===== src/rtl/ixc_beat_assemble_84.sv =====
`timescale 1ns/1ps
// ixc_beat_assemble_84
//
// Receive-side beat assembler. Rebuilds a WORD_W-bit word from a stream of
// BEAT_W-bit beats sent LSB-first. Beat k fills bits [k*BEAT_W +: BEAT_W].
// A word is complete when the sender flags in_last, or when the final beat
// slot (cnt == BEATS-1) is filled, whichever happens first. Completed words
// are presented on a registered valid/ready output together with a framing
// error flag. A saturating counter tracks how many errored words were loaded.
//
// Ports:
//   clk        sole clock, rising edge
//   rst        asynchronous, active-high reset
//   in_valid   beat present
//   in_ready   beat accepted when in_valid && in_ready (combinational)
//   in_data    beat payload, BEAT_W bits
//   in_last    sender marks the final beat of a word
//   out_valid  assembled word held
//   out_ready  consumer accepts the word when out_valid && out_ready
//   out_data   assembled word, WORD_W bits
//   out_err    framing error on the held word (qualified by out_valid)
//   err_cnt    saturating count of words loaded with out_err = 1

module ixc_beat_assemble_84 #(
  parameter int WORD_W = 84,
  parameter int BEAT_W = 12
) (
  input  logic              clk,
  input  logic              rst,
  input  logic              in_valid,
  output logic              in_ready,
  input  logic [BEAT_W-1:0] in_data,
  input  logic              in_last,
  output logic              out_valid,
  input  logic              out_ready,
  output logic [WORD_W-1:0] out_data,
  output logic              out_err,
  output logic [7:0]        err_cnt
);

  localparam int BEATS = WORD_W / BEAT_W;
  localparam int CNT_W = (BEATS > 1) ? $clog2(BEATS) : 1;
  localparam logic [CNT_W-1:0] LAST_CNT = CNT_W'(BEATS - 1);

  // A partial trailing beat has no defined meaning, so refuse to elaborate.
  generate
    if ((BEAT_W <= 0) || (WORD_W < BEAT_W) || ((WORD_W % BEAT_W) != 0)) begin : g_bad_width
      $error("ixc_beat_assemble_84: WORD_W must be a positive multiple of BEAT_W");
    end
  endgenerate

  // State registers. The final beat never passes through asm_q: it is merged
  // straight into the output word, so asm_q only ever holds lower slices.
  logic [CNT_W-1:0]  cnt_q,       cnt_d;
  logic [WORD_W-2:0] asm_q,       asm_d;
  logic              out_valid_q, out_valid_d;
  logic [WORD_W-1:0] out_data_q,  out_data_d;
  logic              out_err_q,   out_err_d;
  logic [7:0]        err_cnt_q,   err_cnt_d;

  // Combinational helpers
  logic              ready_c;
  logic              accept_c;
  logic              slot_last_c;
  logic              term_c;
  logic              frame_err_c;
  logic [WORD_W-1:0] merged_c;

  // Ready depends only on the output holding register, never on the beat
  // itself, so the upstream sender sees no combinational loop through us.
  assign ready_c  = !out_valid_q || out_ready;
  assign in_ready = ready_c;

  always_comb begin
    accept_c    = in_valid && ready_c;
    slot_last_c = (cnt_q == LAST_CNT);
    term_c      = slot_last_c || in_last;
    // Only a beat that both fills the final slot and carries in_last is a
    // clean word; an early in_last or a missing in_last are both errors.
    frame_err_c = !(slot_last_c && in_last);

    // Word as it would look if the current beat terminated it. asm_q is
    // cleared at every word boundary, so slices above cnt_q are zero.
    merged_c = {1'b0, asm_q};
    for (int k = 0; k < BEATS; k++) begin
      if (cnt_q == CNT_W'(k)) begin
        merged_c[k*BEAT_W +: BEAT_W] = in_data;
      end
    end

    cnt_d       = cnt_q;
    asm_d       = asm_q;
    out_valid_d = out_valid_q;
    out_data_d  = out_data_q;
    out_err_d   = out_err_q;
    err_cnt_d   = err_cnt_q;

    // Output handshake retires the held word; a terminating beat accepted
    // in the same cycle overrides this below and keeps out_valid high.
    if (out_valid_q && out_ready) begin
      out_valid_d = 1'b0;
    end

    if (accept_c) begin
      if (term_c) begin
        out_valid_d = 1'b1;
        out_data_d  = merged_c;
        out_err_d   = frame_err_c;
        if (frame_err_c && (err_cnt_q != 8'hFF)) begin
          err_cnt_d = err_cnt_q + 8'd1;
        end
        cnt_d = '0;
        asm_d = '0;
      end else begin
        // The last slot always terminates, so only lower slots land here.
        for (int k = 0; k < BEATS - 1; k++) begin
          if (cnt_q == CNT_W'(k)) begin
            asm_d[k*BEAT_W +: BEAT_W] = in_data;
          end
        end
        cnt_d = cnt_q + 1'b1;
      end
    end
  end

  // ---- Register stage: assembly state and output holding register ----
  always_ff @(posedge clk or posedge rst) begin
    if (rst) begin
      cnt_q       <= '0;
      asm_q       <= '0;
      out_valid_q <= 1'b0;
      out_data_q  <= '0;
      out_err_q   <= 1'b0;
      err_cnt_q   <= 8'd0;
    end else begin
      cnt_q       <= cnt_d;
      asm_q       <= asm_d;
      out_valid_q <= out_valid_d;
      out_data_q  <= out_data_d;
      out_err_q   <= out_err_d;
      err_cnt_q   <= err_cnt_d;
    end
  end

  assign out_valid = out_valid_q;
  assign out_data  = out_data_q;
  assign out_err   = out_err_q;
  assign err_cnt   = err_cnt_q;

endmodule

===== config.mk =====
export PLATFORM = sky130hd
export DESIGN_NAME = ixc_beat_assemble_84
export DESIGN_NICKNAME = d
export VERILOG_FILES = /design/src/rtl/ixc_beat_assemble_84.sv
export SDC_FILE = /design/constraint.sdc
export NUM_CORES = 1
export LEC_CHECK = 0
export BUFFER_PORTS_ARGS = -buffer_cell sky130_fd_sc_hd__buf_2
export CORE_MARGIN = 3
export CORE_UTILIZATION = 60
export DETAILED_ROUTE_END_ITERATION = 6
export PLACE_DENSITY_LB_ADDON = 0.2
export SLEW_MARGIN = 10
export SYNTH_ARGS = -nofsm -noshare
export SYNTH_HDL_FRONTEND = slang
export SYNTH_SLANG_ARGS = --single-unit
export TNS_END_PERCENT = 5

===== constraint.sdc =====
create_clock -name clk -period 10.65 [get_ports clk]
set_input_delay 0.5325 -clock clk [delete_from_list [all_inputs] [get_ports clk]]
set_output_delay 0.5325 -clock clk [all_outputs]
set_load 0.03 [all_outputs]

# Yosys cells after proc, flatten, opt, wreduce, memory -nomap -nowiden

Cells that the tools add are included.

Muxes and demuxes: 12
Add/sub/neg operators: 2
Reduce and logical (&&, ||, !) cells: 11
Eq/ne operators: 7

Operator list:

| cell                | count |
|---|---|
| $mux 12             | 7 |
| $mux 72             | 1 |
| $eq 3x3->1 const B  | 3 |
| $add 8x1->8 const B | 1 |
| $ne 8x8->1 const B  | 1 |
| $eq 3x2->1 const B  | 2 |
| $logic_and 1x1->1   | 4 |
| $add 3x1->3 const B | 1 |
| $eq 3x1->1 const B  | 1 |
| $logic_not 3->1     | 1 |
| $mux 1              | 3 |
| $mux 3              | 1 |
| $reduce_and 3->1    | 1 |
| $logic_not 1->1     | 2 |
| $logic_or 1x1->1    | 2 |
| $reduce_and 2->1    | 1 |

Output and inout bits: 95
Flip-flop bits (word level): 169
Input bits: 17
Logic and storage cells: 38

# Logic depth before layout (Yosys ltp)

Depth in word-level cells: 5
Gate-level depth with buffers: 9
Gate-level depth less buffers: 6

# Worst setup path after synthesis

Ideal clock, no wire load.

Kind: register to register
Start point: register cnt_q[0]
End point: register err_cnt_q[7], in the netlist err_cnt[7]
Setup time: 0.125 ns
Path slack: 8.908 ns
Buffers on the path: 0
Cell stages (with the launch flop): 7
Data required time: 10.525 ns
Arrival time: 1.617 ns
Clock period less this slack: 1.742 ns
Cell sequence: dfrtp_1 > inv_1 > ha_1 > a21boi_1 > o211ai_4 > nor3_1 > mux2_2

Longest elaborated chain between the ends: 5
Elaborated cells on any way between the ends: 6
Classes of those cells: eq/ne (1); reduce/logical (5)

RTL lines:

| what                                | RTL line | RTL |
|---|---|---|
| from (decl)                         | 54       | `logic [CNT_W-1:0] cnt_q, cnt_d;` |
| from (signal assigned)              | 136      | `cnt_q <= cnt_d;` |
| $eq 3x3->1 *                        | 76       | `slot_last_c = (cnt_q == LAST_CNT);` |
| $logic_and 1x1->1                   | 80       | `frame_err_c = !(slot_last_c && in_last);` |
| $logic_not 1->1                     | 80       |  |
| $logic_and 1x1->1                   | 109      | `if (frame_err_c && (err_cnt_q != 8'hFF)) begin` |
| $reduce_and 3->1 (no source line) * | --       |  |
| to (signal assigned)                | 141      | `err_cnt_q <= err_cnt_d;` |
| to (decl)                           | 59       | `logic [7:0] err_cnt_q, err_cnt_d;` |

Mark *: on every way between the ends. The rest lies on a longest branch, timed or not.
A chain may end at the register's enable or synchronous reset.

# Worst setup path in the final report

Start point: register cnt_q[0]
End point: register out_data_q[61], in the netlist out_data[61]

Longest elaborated chain between the ends: 3
Elaborated cells on any way between the ends: 5
Classes of those cells: eq/ne (2); mux (1); reduce/logical (2)

RTL lines:

| what                              | RTL line | RTL |
|---|---|---|
| $eq 3x3->1                        | 76       |  |
| $logic_or 1x1->1                  | 77       | `term_c = slot_last_c \|\| in_last;` |
| $reduce_and 2->1 (no source line) | --       |  |
| to (signal assigned)              | 139      | `out_data_q <= out_data_d;` |
| to (decl)                         | 57       | `logic [WORD_W-1:0] out_data_q, out_data_d;` |

Several ways; a longest one is shown, not always the timed one.

==> results.toml <==
[run_status]
status = "completed"

[placement]
io_buffer_count = 111
place_area_mm2 = 0.00765
placedCellCount = 803
gp_congestion = 0.788
dp_hpwl_mm = 10.3

[route]
drt_wl_total_mm = 16.3
via_count = 5156
drtIter0Drc = 470
drc_errors = 0
final_antenna_net_count = 0
via_per_inst = 6.17
firstDrtPassIters = 5
routedWlPerCell_um = 19.5

[clocking]
clkTransAtPathRegs_ns = 0.06
clk_path_buf_depth = 2
cts.hold.buffers_added = 0
clock-sinks = 169
cts_buffers = 17
ctsResizeCount = 0
postCtsSetupBuffers = 0
cts-root-buf = "clkbuf_16"
cts_tree = "built"
htree_levels = 4
clock_latency_ns = 0.43

[critical_path]
path_class = "reg2reg"
cp_data_arrival_time_ns = 3.00
cp-start-kind = "flop"
cp_max_fo = 99
cp.required_ns = 10.91
endpoint_kind = "flop"

[finish]
layout-drive-gt1-share = 0.225
nNetsFinal = 702
num_antenna_cells = 0
area_delta_synth_final_pct = 16.0
fin_cells = 835
fillCellCount = 810
final_area_mm2 = 0.00831
post-route-util = 0.718

[synthesis]
synth_cell_types = 35
netlist_top_cells_area = "dfrtp_1 59%, mux2i_1 10%, a32o_1 6.7%, nand2_1 4.6%, o21ai_0 4.6%"
synth.avg_cell_area_um2 = 11.9
syn_inst = 602
netlist_area_mm2 = 0.00716
ys_seq_area_frac = 0.590
ys_ff_latch = 169
ys_warn_count = 0
synth_nets = 625
yosys.area.top_type_share = 0.590
yosysTopAreaCell = "dfrtp_1"

[timing]
fmax_mhz = 365
fin_setup_tns_ns = 0
rsz0062_at_grt = "false"
hold_viol_final = 0
maxSlewViolCount = 0
tightest_slew_ns = 1.06
finalSetupViolCount = 0
slew_headroom = 0.291
fin_crit_ns = 2.74
fin_skew_ns = 0.00823
period_share = 0.257

[global_route]
antenna_found_initial = 0
overflow = 0
grt_pass1_wl_mm = 26.6
track_usage = 0.260
grt_max_degree = 100
grt_pass1_vias = 5082

[floorplanning]
rows = 39
dieArea_mm2 = 0.0133
die_w_um = 115
die_y_um = 115
start_util = 0.619
coreArea_mm2 = 0.0116
num_io_pins = 112

[job]
drv_cap = 0

[power]
p_leak_nw = 4.25
power.density_mw_per_mm2 = 234
ir_worst_vdd_uv = 135

[worst_hold_path]
worstHoldPathType = "in2async"
[power breakdown]
group | switching, mW | leakage [nW] | internal (mW)
logic | 0.315 | 1.66 | 0.147
registers | 0.0645 | 2.29 | 0.741
clock network | 0.245 | 0.308 | 0.434
total | 0.625 | 4.25 | 1.32
[cell type report]
type	count	area (um^2)	share of cell area
clock buffer	21	470	0.0566
clock inverter	11	193	0.0232
inverter	5	23.8	0.00286
multi-input combinational	370	2620	0.315
sequential	169	4230	0.509
tap	143	179	0.0215
timing repair buffer	116	593	0.0714
[Yosys cell counts]
library cell,number
and2_1,3
nor3b_1,1
nand2b_4,1
buf_2,29
xnor2_1,1
clkbuf_1,18
nand3_2,1
and3b_1,1
ha_1,6
a21boi_1,1
o22ai_1,1
a21oi_1,1
nand2b_1,1
a21o_2,1
mux2i_1,72
xor2_1,3
a22o_1,36
dfrtp_1,169
o211ai_4,1
clkbuf_2,1
o21ai_0,66
nand2_1,88
o21ai_1,12
nand4_1,1
mux2_2,3
and3_1,3
nor2b_1,2
inv_1,5
nor3_1,5
mux2_1,1
nor2_1,5
buf_4,7
a32o_1,48
buf_6,3
nand3_1,5
[cells in the final DEF, fill, tap and decap left out, types with 2 or more instances in the layout]
master      netlist  layout
clkbuf_16         0      17
o21ai_0          66      65
bufinv_16         0       5
nand3_1           5       5
a32o_1           48      48
nand2_1          88      88
clkinvlp_4        0       5
dfrtp_1         169     169
buf_2            29     111
nor2_1            5       5
ha_1              6       6
mux2_2            3       3
clkbuf_8          0       3
inv_1             5       4
nor2b_1           2       2
a22o_1           36      36
and2_1            3       2
mux2i_1          72      72
nor3_1            5       5
o21ai_1          12      13
and3_1            3       3
buf_4             7       5
xor2_1            3       3
[logic make-up (layout without fill, tap and decap cells)]
| logic type | after synthesis | count (layout) | synth area share |
|---|---|---|---|
| compound gates | 167 | 167 | 0.172 |
| xor+xnor | 4 | 4 | 0.00489 |
| fa+ha+maj | 6 | 6 | 0.0105 |
| buf+inv | 63 | 153 | 0.0451 |
| flops | 169 | 169 | 0.590 |
| mux | 76 | 76 | 0.107 |
| simple gates | 117 | 117 | 0.0700 |
[worst paths after layout]
kind                              startpoint            to  slack, ns  cells after the start
worst max-delay path                cnt_q[0]  out_data[61]       7.91                      6
min in group clk                   out_ready     out_valid       0.45                      3
max in group asynchronous                rst     asm_q[13]       8.89                      3
worst min-delay path                     rst  out_data[26]       0.27                      2
worst min register to register  out_data[17]  out_data[17]       0.48                      2
worst max register to register      cnt_q[0]  out_data[61]       7.91                      6
[sequential cells by signal, indices dropped and copies added, names as in the netlist]
name       count
err_cnt        8
cnt_q          3
out_data      84
out_err        1
out_valid      1
asm_q         72
[worst max-delay path: stages, from the launching register on]
cell	delay, ns
dfrtp_1	0.41
inv_1	0.09
ha_1	0.27
a21o_2	0.31
nand3_4	0.44
buf_4	0.76
o21ai_0	0.23
[per-stage QoR]
step | power (mW) | hold WS (ns) | setup WS [ns]
after global routing | 2.03 | 0.334 | 7.64
final | 1.95 | 0.270 | 7.91
after floorplan | 1.15 | 0.465 | 5.54
after global placement | 1.26 | 0.455 | 7.84
after CTS | 1.96 | 0.302 | 7.93
after detailed placement | 1.28 | 0.465 | 7.72
[layer usage]
metal  vias to the layer above  track usage  wire, um
met5                         -            0         0
met1                      2616        0.358      7120
met4                         0        0.106       412
met2                       173        0.410      7900
li1                       2334            -         -
met3                        33       0.0489       878
(Power assumes the default switching activity.)
